--- src/rtl/instr_fetch_if.sv ---
// Program-load write port of the instruction fetch unit.
// The loader drives address/data/valid; the fetch unit answers with ready.
interface instr_fetch_if;
    logic       load_valid;
    logic       load_ready;
    logic [3:0] load_addr;
    logic [7:0] load_data;

    modport master (output load_valid, output load_addr, output load_data, input load_ready);
    modport slave  (input load_valid, input load_addr, input load_data, output load_ready);
endinterface

--- src/rtl/instr_fetch.sv ---
// Instruction fetch / sequencing unit: 16-word program store, PC, branch
// decode (JMP/BEQ/BNE/HALT) and a saturating executed-instruction counter.
module instr_fetch #(
    parameter logic [3:0] START_PC = 4'd0,
    parameter int         CNT_W    = 8
) (
    input  logic             clk,
    input  logic             rst_n,
    instr_fetch_if.slave     load_bus,
    input  logic             run,
    input  logic             alu_eq,
    output logic [7:0]       instr,
    output logic             instr_valid,
    output logic [3:0]       pc,
    output logic             set_pc,
    output logic             halted,
    output logic [CNT_W-1:0] icount
);

    typedef enum logic [1:0] {
        ST_IDLE = 2'd0,
        ST_RUN  = 2'd1,
        ST_HALT = 2'd2
    } state_t;

    localparam logic [CNT_W-1:0] CNT_MAX = {CNT_W{1'b1}};
    localparam logic [CNT_W-1:0] CNT_ONE = {{(CNT_W-1){1'b0}}, 1'b1};

    state_t           state_r, state_nxt_s;
    logic [3:0]       pc_r, pc_nxt_s;
    logic [CNT_W-1:0] icount_r, icount_nxt_s;
    logic             first_r, first_nxt_s;
    logic [7:0]       mem_r [16];
    logic [7:0]       instr_s;
    logic             wr_en_s;

    // Control words have opcode 2'b11; sub-op 01 = BEQ, 10 = BNE, 00 = JMP.
    function automatic logic branch_taken(input logic [7:0] word, input logic eq);
        logic taken;
        if (word[7:6] == 2'b11) begin
            case (word[5:4])
                2'b00:   taken = 1'b1;
                2'b01:   taken = eq;
                2'b10:   taken = ~eq;
                default: taken = 1'b0;
            endcase
        end else begin
            taken = 1'b0;
        end
        return taken;
    endfunction

    function automatic logic is_halt(input logic [7:0] word);
        return (word[7:4] == 4'b1111);
    endfunction

    assign instr_s  = mem_r[pc_r];
    assign wr_en_s  = load_bus.load_valid && (state_r != ST_RUN);

    // Program store; cleared on reset, writable only outside RUN.
    always_ff @(posedge clk or negedge rst_n) begin
        if (!rst_n) begin
            for (int i = 0; i < 16; i++) begin
                mem_r[i] <= 8'h00;
            end
        end else if (wr_en_s) begin
            mem_r[load_addr_idx()] <= load_bus.load_data;
        end
    end

    function automatic logic [3:0] load_addr_idx();
        return load_bus.load_addr;
    endfunction

    // Sequencer state, PC, counter and first-cycle flag.
    always_ff @(posedge clk or negedge rst_n) begin
        if (!rst_n) begin
            state_r  <= ST_IDLE;
            pc_r     <= START_PC;
            icount_r <= {CNT_W{1'b0}};
            first_r  <= 1'b0;
        end else begin
            state_r  <= state_nxt_s;
            pc_r     <= pc_nxt_s;
            icount_r <= icount_nxt_s;
            first_r  <= first_nxt_s;
        end
    end

    // Next-state: start on run outside RUN; in RUN advance, branch or halt.
    always_comb begin
        state_nxt_s  = state_r;
        pc_nxt_s     = pc_r;
        icount_nxt_s = icount_r;
        first_nxt_s  = 1'b0;
        case (state_r)
            ST_IDLE, ST_HALT: begin
                if (run) begin
                    state_nxt_s  = ST_RUN;
                    pc_nxt_s     = START_PC;
                    icount_nxt_s = {CNT_W{1'b0}};
                    first_nxt_s  = 1'b1;
                end else begin
                    state_nxt_s  = state_r;
                end
            end
            ST_RUN: begin
                if (icount_r != CNT_MAX) begin
                    icount_nxt_s = icount_r + CNT_ONE;
                end else begin
                    icount_nxt_s = icount_r;
                end
                if (is_halt(instr_s)) begin
                    state_nxt_s = ST_HALT;
                end else if (branch_taken(instr_s, alu_eq)) begin
                    pc_nxt_s = instr_s[3:0];
                end else begin
                    pc_nxt_s = pc_r + 4'd1;
                end
            end
            default: begin
                state_nxt_s = ST_IDLE;
            end
        endcase
    end

    assign load_bus.load_ready = (state_r != ST_RUN);
    assign instr       = instr_s;
    assign instr_valid = (state_r == ST_RUN);
    assign pc          = pc_r;
    assign set_pc      = first_r;
    assign halted      = (state_r == ST_HALT);
    assign icount      = icount_r;

endmodule

--- src/flat_wrapper.sv ---
// flat-port wrapper written by rule: the top's interface ports become plain ports
module instr_fetch_flat 
#(
    parameter logic [3:0] START_PC = 4'd0,
    parameter int         CNT_W    = 8
)
  (clk, rst_n, run, alu_eq, instr, instr_valid, pc, set_pc, halted, icount, load_bus_load_valid, load_bus_load_addr, load_bus_load_data, load_bus_load_ready);
  instr_fetch_if load_bus_i ();
  input  logic clk;
  input  logic rst_n;
  input  logic run;
  input  logic alu_eq;
  output logic [7:0] instr;
  output logic instr_valid;
  output logic [3:0] pc;
  output logic set_pc;
  output logic halted;
  output logic [CNT_W-1:0] icount;
  input wire logic [$bits(load_bus_i.load_valid)-1:0] load_bus_load_valid;
  input wire logic [$bits(load_bus_i.load_addr)-1:0] load_bus_load_addr;
  input wire logic [$bits(load_bus_i.load_data)-1:0] load_bus_load_data;
  output wire logic [$bits(load_bus_i.load_ready)-1:0] load_bus_load_ready;
  assign load_bus_i.load_valid = load_bus_load_valid;
  assign load_bus_i.load_addr = load_bus_load_addr;
  assign load_bus_i.load_data = load_bus_load_data;
  assign load_bus_load_ready = load_bus_i.load_ready;
  instr_fetch #(.START_PC(START_PC), .CNT_W(CNT_W)) u_core (.clk(clk), .rst_n(rst_n), .load_bus(load_bus_i), .run(run), .alu_eq(alu_eq), .instr(instr), .instr_valid(instr_valid), .pc(pc), .set_pc(set_pc), .halted(halted), .icount(icount));
endmodule
--- config.mk ---
export PLATFORM = sky130hd
export DESIGN_NAME = instr_fetch_flat
export DESIGN_NICKNAME = d
export VERILOG_FILES = /design/src/rtl/instr_fetch_if.sv /design/src/rtl/instr_fetch.sv /design/src/flat_wrapper.sv
export SDC_FILE = /design/constraint.sdc
export NUM_CORES = 1
export LEC_CHECK = 0
export ABC_AREA = 1
export ABC_CLOCK_PERIOD_IN_PS = 4400
export BUFFER_PORTS_ARGS = -buffer_cell sky130_fd_sc_hd__buf_2
export CAP_MARGIN = 30
export CORE_MARGIN = 2
export CORE_UTILIZATION = 25
export DETAILED_ROUTE_END_ITERATION = 10
export PLACE_DENSITY = 0.37
export SLEW_MARGIN = 20
export SYNTH_ARGS = -nofsm -noshare
export SYNTH_HDL_FRONTEND = slang
export SYNTH_SLANG_ARGS = --single-unit
--- constraint.sdc ---
create_clock -name clk -period 4.4 [get_ports clk]
set_clock_uncertainty 0.2 [all_clocks]
set_input_delay 1.1 -clock clk [delete_from_list [all_inputs] [get_ports clk]]
set_output_delay 1.1 -clock clk [all_outputs]
set_load 0.05 [all_outputs]
### Yosys cells after proc, flatten, opt, wreduce, memory -nomap -nowiden

Cells that the tools add are included.

| cells by class | value |
|---|---|
| muxes and demuxes | 22 |
| bitwise logic cells | 3 |
| equal/unequal tests | 12 |
| magnitude comparators | 3 |
| add/subtract/negate cells | 2 |
| reductions and logical operators | 9 |

Operators with widths:

| cell | count |
|---|---|
| $bwmux W128 | 1 |
| $mux W8 | 5 |
| $bmux W8 S4 | 1 |
| $demux W8 S4 | 1 |
| $pmux W8 S2 | 1 |
| $mux W4 | 3 |
| $ge A5 B5 Y1 const B | 2 |
| $not A4 Y5 | 2 |
| $add A8 B1 Y8 const B | 1 |
| $ne A8 B8 Y1 const B | 1 |
| $pmux W4 S2 | 1 |
| $eq A2 B2 Y1 const B | 3 |
| $ne A2 B1 Y1 const B | 3 |
| $reduce_and A3 Y1 | 2 |
| $lt A5 B1 Y1 const B | 1 |
| $mux W1 | 5 |
| $add A4 B1 Y4 const B | 1 |
| $eq A2 B1 Y1 const B | 2 |
| $eq A4 B4 Y1 const B | 1 |
| $logic_not A2 Y1 | 2 |
| $mux W2 | 2 |
| $ne A2 B2 Y1 const B | 2 |
| $pmux W2 S2 | 1 |
| $pmux W1 S3 | 1 |
| 5 further kinds | 6 |

| word-level totals | value |
|---|---|
| input bits | 17 |
| output and inout port bits | 24 |
| bits in registers | 143 |
| logic and storage cells | 71 |

### Logic depth before layout (Yosys ltp)

Gate-level depths: netlist (run 1).

| depth | value |
|---|---|
| word-level depth | 12 |
| mapped depth | 15 |
| depth with buffers taken out | 13 |

### Least setup slack after synthesis (run 1)

OpenSTA, ideal clock, no wires.

| timing path | value |
|---|---|
| path kind | register to output |
| from | reg u_core.pc_r[0] (netlist: u_core.pc[0]) |
| to | out instr[1] |
| data required time | 3.100 ns |
| path buffers | 3 |
| arrival time | 1.800 ns |
| stages on the path, launching flop included | 10 |
| setup slack | 1.300 ns |
| cells stage by stage | dfrtp_1 -> buf_6 -> buf_4 -> buf_6 -> nor2_1 -> nor2_1 -> o21ai_0 -> nand3_1 -> nand3_1 -> nand2_1 |

| on the way | value |
|---|---|
| word-level cells in the longest chain between the ends | 4 |

RTL lines:

| element | RTL line | source |
|---|---|---|
| start, declared | instr_fetch.sv:30 | `logic [3:0] pc_r, pc_nxt_s;` |
| start signal, assigned | instr_fetch.sv:84 | `pc_r <= pc_nxt_s;` |
| $not A4 Y5 (not written as such) | instr_fetch.sv:57 | `assign instr_s = mem_r[pc_r];` |
| $bmux W8 S4 | instr_fetch.sv:57 |  |
| $mux W8 (not written as such) (2 in series) | instr_fetch.sv:57 |  |
| end, declared | flat_wrapper.sv:13 | `output logic [7:0] instr;` |

Every way passes these cells. The select of a mux whose other input is x is not followed.

### Final worst setup path (run 1)

| timing path | value |
|---|---|
| from | reg u_core.pc_r[0] (netlist: u_core.pc[0]) |
| to | out instr[0] |

Same word-level chain as after synthesis.

==> impl_metrics.ini, run 1 <==
[die]
initial_core_util_pct = 25.38
die_area_um2 = 29480
die_h_um = 171.7
coreArea_um2 = 27710
rows = 61
ios = 41
die_x_um = 171.7

[route]
routed_via_density = 4.446
first_pass_iters = 5
drt_iter0_drc = 504
topRoutingLayerUsed = met4
dr_wl_met2_um = 9659
wl_per_cell_um = 16.01
wirelength_met1_um = 10550
drc = 0
vias = 5846
ant_nets = 0
dr_wl_met3_um = 696
routed_wirelength_um = 21050

[synth]
netlist_area_um2 = 7032
yosys_warnings = 0
synthArstFlopShare_pct = 100.0
synthCells = 906
synth.largest_area_cell = dfrtp_1
synth.avg_cell_area_um2 = 7.761
synthTopCellsByArea = dfrtp_1 51%, nand2_1 16%, o21ai_0 10%
netlist.area_leader.share_pct = 50.89
synth-edff-count = 0
synth_nets = 925
ys_ff_latch = 143
synth-main-ff-cell = dfrtp_1
synth-seq-area-share_pct = 50.89
synth_cell_types = 31

[hold_path]
holdPathStages = 2
hp-class = flop to flop

[critical_path]
cp.arrival_ns = 2.38
slowest_delay_ns = 0.62
worst-path-stages = 8
crit_slowest_cell = dfrtp_2
start_kind = flop
crit_path_end_kind = output pin
critPathMaxFanout = 54
critPathTopFamily = simple AND/OR/NAND/NOR gates
critPathRequiredTime_ns = 3.10
reg2regPathDepth = 11
crit_chain = buf_12 -> nor2_1 -> nor2_1 -> o21ai_0 -> nand3_1 -> nand3_1 -> nand2_1 -> buf_2
path_class = flop to output pin
cp.buffers_inverters = 2

[timing]
max_freq_ghz = 0.2715
worst_slew_pin_slew_ns = 0.7386
grt_setup_unrepaired = false
hold_violations = 0
fin_setup_tns_ns = 0
setup_slack_ns = 0.7164
setup_violations = 0
slew_headroom_pct = 50.71
finalCritPeriodShare_pct = 83.72
final_max_slew_viol_count = 0
fin_crit_ns = 3.684

[power_and_ir_drop]
p_int_mw = 3.322
p_sw_mw = 2.674
p_leak_nw = 3.869
clockPowerShare_pct = 25.8
combPwrFrac_pct = 42.8
swShare_pct = 44.60
sequentialPowerShare_pct = 31.5
peakVddDrop_mv = 0.3769
powerDensity_nw_per_um2 = 738.4

[outcome]
status = completed

[place]
dp_slack_ns = 1.200
placed_area_um2 = 7501
portBuffers = 40
hpwlAfterDp_um = 14010
gp_congestion = 0.7773

[clocking]
cts_max_level = 4
clock_sinks = 143
cts-resized-gates = 0
clockBufferDepth = 2
tritoncts = yes
clockRootBuffer = clkbuf_16
clk_pin_slew_ns = 0.06
ctsHoldBuffers = 0
cts_setup_buffers = 0
cts_made_buffers = 17
clk_latency_ns = 0.43

[layout]
area_growth_pct = 15.48
fillCellCount = 3034
finalNetCount = 944
design_area_um2 = 8120
drive_above_1_share_pct = 10.89
antennaDiodeCount = 0

[grt]
antenna_found_initial = 0
track_usage_pct = 15.36
grt_pass1_vias = 5965
grt_pass1_wl_um = 34040
grt-ovfl-total = 0
grt_max_degree = 70

[flow_run]
maxCapViolations = 0
[power by group through the flow]
| stage | logic, mW | clock network, mW | registers (mW) |
|---|---|---|---|
| 2_1_floorplan | 1.85 | 0 | 2.00 |
| 3_3_place_gp | 2.60 | 0 | 1.91 |
| 3_5_place_dp | 2.60 | 0 | 1.91 |
| 4_1_cts | 2.61 | 1.58 | 1.89 |
| 5_1_grt | 2.87 | 1.64 | 1.94 |
| 6_report | 2.57 | 1.54 | 1.89 |
[flip-flops by register name (all words and copies together), names as in the netlist]
signal	cells
u_core.icount	8
u_core.mem_r	128
u_core.pc	4
u_core.set_pc	1
u_core.state_r	2
[worst paths after layout]
path,start,endpoint,slack (ns)
worst max-delay path,u_core.pc[0],instr[0],0.72
worst min-delay path,u_core.mem_r[4],u_core.mem_r[4],0.28
worst max register to register,u_core.pc[1],u_core.pc[0],2.01
worst min register to register,u_core.mem_r[4],u_core.mem_r[4],0.28
max in group asynchronous,rst_n,u_core.pc[0],2.76
min in group asynchronous,rst_n,u_core.mem_r[17],0.46
[cell type report]
| class | count | area (µm²) | area share [%] |
|---|---|---|---|
| timing repair buffer | 50 | 306.5 | 3.775 |
| sequential | 143 | 3580 | 44.08 |
| clock buffer | 20 | 466.7 | 5.747 |
| tap | 378 | 473.0 | 5.824 |
| multi-input combinational | 628 | 2815 | 34.67 |
| inverter | 85 | 326.6 | 4.022 |
| clock inverter | 11 | 152.6 | 1.880 |
[layout by cell type (no fill, tap or decap)]
master	netlist	layout
clkinvlp_4	0	3
buf_12	0	2
inv_2	1	1
dfrtp_1	143	142
nor3_1	1	1
a22o_1	1	1
o211ai_1	8	8
nand2_2	6	6
bufinv_16	0	3
clkbuf_16	0	17
dfrtp_2	0	1
nand2_1	294	294
or2_0	2	2
nor2_2	4	4
xor2_1	1	1
a21oi_1	7	7
nand2_4	3	3
buf_6	11	1
o21ai_0	146	146
clkinv_1	2	2
nand3_1	81	81
nand4_1	4	4
inv_6	0	4
xnor2_1	2	2
nor2_4	1	1
ha_1	2	2
o21ai_1	2	2
clkbuf_8	0	3
buf_4	3	8
inv_1	81	81
buf_2	18	39
nor2_1	59	59
nand3_2	3	3
inv_8	1	1
clkinv_2	0	1
o21ai_2	1	1
[metal layers]
layer	vias to the layer above	track usage, %
met5	-	0
met4	0	3.427
met3	11	2.761
met2	96	25.09
met1	2813	21.16
li1	2926	-
[worst min-delay path: cells and delay by family, from the launching register on]
kind / cells / cell delay [ns]
DFF: 1 / 0.33
AOI/OAI and AO/OA: 1 / 0.06
and+or+nand+nor: 1 / 0.05
[kinds of logic (layout without fill, tap and decap cells)]
| logic type | count (synthesis) | in the layout | synth area share (%) |
|---|---|---|---|
| AOI/OAI and AO/OA | 165 | 165 | 12.14 |
| xor gates and xnor gates | 3 | 3 | 0.3737 |
| adders and majority gates | 2 | 2 | 0.3558 |
| buffers and inverters | 135 | 166 | 9.075 |
| DFF | 143 | 143 | 50.89 |
| and+or+nand+nor | 458 | 458 | 27.17 |
[through the flow]
| stage | hold slack [ns] | total power, mW | std cells | utilization [%] |
|---|---|---|---|---|
| finish | 0.2754 | 5.996 | 1315 | 29.31 |
| CTS | 0.2825 | 6.078 | 1315 | 29.31 |
| detailed placement | 0.2677 | 4.506 | 1284 | 27.07 |
| global placement | 0.2606 | 4.510 | 1284 | 27.07 |
| floorplan | 0.2457 | 3.854 | 906 | - |
| global route | 0.3056 | 6.448 | 1315 | 29.31 |
[cells in the mapped netlist, types with 2 or more instances]
library cell	n
inv_1	81
o211ai_1	8
or2_0	2
buf_2	18
nand2_4	3
nand2_1	294
buf_4	3
o21ai_1	2
nand3_1	81
clkbuf_4	2
o21ai_0	146
nor2_2	4
a21oi_1	7
clkinv_1	2
dfrtp_1	143
nand4_1	4
buf_6	11
ha_1	2
nand3_2	3
clkbuf_1	15
nor2_1	59
xnor2_1	2
nand2_2	6
(Power assumes the default switching activity.)
==> inputs of run 2 (changes only) <==
Settings changed: ABC_AREA 1 to 0, ABC_CLOCK_PERIOD_IN_PS 4400 to 3500, PLACE_DENSITY 0.37 to 0.38.
Clock period 4.4 ns to 3.5 ns, I/O delays scaled along.
==> impl_metrics.ini, run 2 <==
[place]
portBuffers = 40
hpwlAfterDp_um = 12030
gp_congestion = 0.7235

[flow_run]
maxCapViolations = 0

[grt]
grt_max_degree = 69
antenna_found_initial = 0
grt_pass1_wl_um = 28300
grt-ovfl-total = 0
track_usage_pct = 13.71
grt_pass1_vias = 4400

[timing]
fin_crit_ns = 3.403
hold_violations = 0
fin_setup_tns_ns = 0
slew_headroom_pct = 52.74
worst_slew_pin_slew_ns = 0.7089
max_freq_ghz = 0.2939
final_max_slew_viol_count = 0
finalCritPeriodShare_pct = 97.22
whs_ns = 0.2718
grt_setup_unrepaired = false
setup_violations = 0

[critical_path]
cp.arrival_ns = 2.33
timing.rr.start = u_core.pc[1]
critPathMaxFanout = 13
critPathRequiredTime_ns = 2.42
cp-startpoint = u_core.pc[0]
start_kind = flop
crit_path_end_kind = output pin
path_class = flop to output pin

[synth]
netlist.area_leader.share_pct = 53.70
synth-edff-count = 0
synth_top_cells_by_count = 143 x dfrtp_1, 128 x mux2_2, 34 x mux4_2
synth.largest_area_cell = dfrtp_1
synth-seq-area-share_pct = 53.70
yosys_warnings = 0
synthTopCellsByArea = dfrtp_1 54%, mux2_2 22%, mux4_2 11%
synth_cell_types = 37
ys_ff_latch = 143
synth.avg_cell_area_um2 = 15.28
synth_nets = 455
synth-main-ff-cell = dfrtp_1
synthArstFlopShare_pct = 100.0
netlist_area_um2 = 6664
synthCells = 436
synth_most_common_cell = dfrtp_1

[die]
initial_core_util_pct = 25.50
coreArea_um2 = 26130
ios = 41
die_area_um2 = 27980
die_x_um = 167.3
die_h_um = 167.3
rows = 59

[layout]
fin_util_pct = 30.55
drive_above_1_share_pct = 52.75
finalNetCount = 516
antennaDiodeCount = 0
final_cell_mix = 142 x dfrtp_1, 128 x mux2_2, 38 x buf_2
top_register = u_core.mem_r
largest_reg_flops = 128
area_growth_pct = 19.79
final_common_cell = dfrtp_1

[route]
routed_via_density = 4.670
routed_wirelength_um = 17960
first_pass_iters = 7
drt_iter0_drc = 174
vias = 3946
wl_per_cell_um = 21.25
ant_nets = 0
drc = 6

[outcome]
violations = design-rule violations
status = complete, but fails checks

[clocking]
clk_pin_slew_ns = 0.06
cts_made_buffers = 17
clockRootBuffer = clkbuf_16
cts_max_level = 4
tritoncts = yes
clock_sinks = 143
clk_latency_ns = 0.41
ctsHoldBuffers = 0
clockBufferDepth = 2

[power_and_ir_drop]
p_leak_nw = 3.717
peakVddDrop_mv = 0.4673
powerDensity_nw_per_um2 = 734.6
p_total_mw = 5.864

[hold_path]
hp-class = input pin to asynchronous set/reset pin
-- run 2: cell count changes after synthesis, moves of 41 or more --
cell     previous run  this run
nand3_1            81         5
nand2_1           294        16
nor2_1             59        18
inv_1              81         4
o21ai_0           146         2
mux2_2              0       128
-- run 2: cell families (layout without fill, tap and decap cells) --
group / count (synthesis) / in the layout / synth area share [%]
buf+inv: 29 / 103 / 2.159
xor+xnor: 7 / 7 / 0.9200
fa+ha+maj: 2 / 2 / 0.3755
simple gates: 68 / 68 / 5.557
mux: 176 / 176 / 35.96
flops: 143 / 143 / 53.70
compound gates: 11 / 11 / 1.333
-- run 2: worst max-delay path, stage by stage, from the launching register on --
cell and delay, ns:
dfrtp_2 0.39, buf_6 0.22, mux4_2 0.52, mux4_2 0.54
buf_2 0.24
-- run 2: power breakdown --
part	switching [mW]	internal, mW	total, mW
logic	1.18	0.826	2.01
registers	0.187	1.92	2.11
clock network	0.697	1.05	1.75
total	2.07	3.80	5.86
-- run 2: metrics by stage --
stage / setup slack, ns / instance area [µm²] / cells
finish: 0.09717 / 7983 / 845
global route: 0.001585 / 7983 / 845
CTS: 0.05513 / 7973 / 844
detailed placement: 0.4437 / 7398 / 812
global placement: 0.4579 / 7398 / 812
floorplan: 0.02988 / 6671 / 436
-- run 2: area by class of cell --
type,instances,area [µm²]
Multi-Input combinational cell,264,2949
Clock inverter,10,86.33
Inverter,5,18.77
Timing Repair Buffer,66,445.4
Fill cell,2662,18150
Sequential cell,143,3580
Clock buffer,22,484.2
Tap cell,335,419.2
-- run 2: timing repair --
action	4_1_cts	5_1_grt
gates resized for setup	1	1
buffers inserted	0	1
setup endpoints to repair	2	2
pin swaps	0	1
-- run 2: path summary, 6_finish.rpt --
kind                            slack (ns)                 to  cells past startpoint
worst max-delay path                   0.1           instr[0]                      4
worst max register to register        0.73       u_core.pc[3]                      7
worst min register to register        0.30  u_core.mem_r[121]                      1
min in group clk                      0.30  u_core.mem_r[121]                      1
max in group asynchronous             2.05   u_core.mem_r[79]                      2
worst min-delay path                  0.27   u_core.icount[5]                      1
-- run 2: metal layers --
metal  global-route usage [%]  up-vias  share of wire [%]
li1                         -     1752                  -
met3                    2.647       15                3.3
met5                        0        -                  0
met2                    22.23       72                 48
met1                    18.60     2107                 47
met4                    4.272        0                1.5
==> inputs of run 3 (changes only) <==
Settings changed: CAP_MARGIN 30 to 40, REMOVE_ABC_BUFFERS from default to 1.
==> impl_metrics.ini, run 3 (same netlist as run 2, synthesis figures left out) <==
[route]
ant_nets = 0
routed_via_density = 4.675
wl_per_cell_um = 21.43
vias = 3964
drc = 0
first_pass_iters = 5
drt_iter0_drc = 215
routed_wirelength_um = 18170

[critical_path]
critPathMaxFanout = 6
cp.arrival_ns = 2.37
crit_slowest_cell = mux4_2
path_class = flop to output pin
crit_chain = buf_12 -> clkbuf_16 -> mux4_2 -> mux4_2 -> buf_4
slowest_delay_ns = 0.53
cpMostUsedCell = mux4_2
crit_path_end_kind = output pin
cp.buffers_inverters = 3
start_kind = flop
critPathRequiredTime_ns = 2.42
critPathTopFamily = multiplexers

[timing]
final_max_slew_viol_count = 0
worst_slew_pin_slew_ns = 0.6989
hold_violations = 0
finalCritPeriodShare_pct = 98.35
max_freq_ghz = 0.2905
slew_headroom_pct = 53.15
grt_setup_unrepaired = false
setup_slack_ns = 0.05787
setup_violations = 0
fin_crit_ns = 3.442
fin_setup_tns_ns = 0

[grt]
antenna_found_initial = 0
use_met3_pct = 2.434
grt_pass1_wl_um = 28170
grt_max_degree = 74
gr-max-usage-layer = met2
grt_pass1_vias = 4288
grt-ovfl-total = 0
grt_util_met2_pct = 22.88
grt_use_met1_pct = 17.98
track_usage_pct = 13.78

[die]
ios = 41
die_x_um = 167.3
die_h_um = 167.3
coreArea_um2 = 26130
die_area_um2 = 27980
initial_core_util_pct = 25.50
rows = 59

[clocking]
clk_pin_slew_ns = 0.07
clk_latency_ns = 0.43
tritoncts = yes
cts_made_buffers = 17
clockRootBuffer = clkbuf_16
clock_sinks = 143
cts_max_level = 4
clockBufferDepth = 2

[place]
gp_congestion = 0.7198
hpwlAfterDp_um = 11790
dp_slack_ns = 0.3122
portBuffers = 40

[layout]
final_common_cell = dfrtp_1
fillCellCount = 2622
top_register = u_core.mem_r
antennaDiodeCount = 0
drive_above_1_share_pct = 53.22
final_cell_mix = 141 x dfrtp_1, 128 x mux2_2, 34 x mux4_2, 34 x buf_2, 26 x buf_4
area_growth_pct = 22.34
largest_reg_flops = 128
fin_util_pct = 31.20
finalNetCount = 519

[power_and_ir_drop]
powerDensity_nw_per_um2 = 770.0
p_total_mw = 6.278
peakVddDrop_mv = 0.3743
p_leak_nw = 3.797

[hold_path]
hp-class = input pin to asynchronous set/reset pin

[outcome]
status = completed

[flow_run]
maxCapViolations = 0
==> run 3: cell count changes in the layout (fill, tap and decap cells not counted), sizes merged <==
cell      previous run  this run
bufbuf               0         1
buf                 65        67
clkinv               7         8
inv                  4         7
clkinvlp             3         1
bufinv               1         4
clkbuf              23        18
==> run 3: metrics by stage <==
| stage | std cells | area [µm²] | hold WS (ns) |
|---|---|---|---|
| final | 848 | 8153 | 0.2795 |
| after CTS | 844 | 8085 | 0.3023 |
| after global routing | 848 | 8153 | 0.3090 |
| after detailed placement | 807 | 7353 | 0.2884 |
| after global placement | 807 | 7353 | 0.2835 |
| after floorplan | 412 | 6539 | 0.2708 |
==> run 3: where the power goes <==
part	total (mW)	switching (mW)	internal, mW
clock network	1.97	0.765	1.20
logic	2.19	1.22	0.970
registers	2.12	0.193	1.92
==> run 3: path summary, 6_finish.rpt <==
| check | depth (start not counted) | endpoint | from | slack [ns] |
|---|---|---|---|---|
| max | 5 | instr[2] | u_core.pc[0] | 0.06 |
| min | 1 | u_core.mem_r[48] | rst_n | 0.28 |
| max reg2reg | 8 | u_core.pc[3] | u_core.pc[0] | 0.67 |
| min reg2reg | 1 | u_core.mem_r[52] | u_core.mem_r[52] | 0.30 |
| max in group asynchronous | 2 | u_core.mem_r[4] | rst_n | 2.00 |
| min in group clk | 1 | u_core.mem_r[52] | u_core.mem_r[52] | 0.30 |
==> run 3: layout make-up <==
class	count	area [µm²]	area share (%)
sequential	143	3581	43.92
multi-input combinational	264	2945	36.13
timing repair buffer	69	553.0	6.783
clock buffer	17	425.4	5.218
tap	335	419.2	5.141
clock inverter	15	210.2	2.578
inverter	5	18.77	0.2302
==> run 3: routing by layer <==
metal  part of all wire [%]  wire [µm]
met2                     50       9042
met4                    2.2        397
met1                     46       8282
met3                    2.5        447
met5                      0          0
==> run 3: what timing repair did <==
action / CTS / global route
setup endpoints to repair: 7 / 4
gates resized for setup: 7 / 2
pin swaps: 1 / 1
setup buffers: 3 / 3
cloned: 2 / 1
hold buffers: 0 / 0
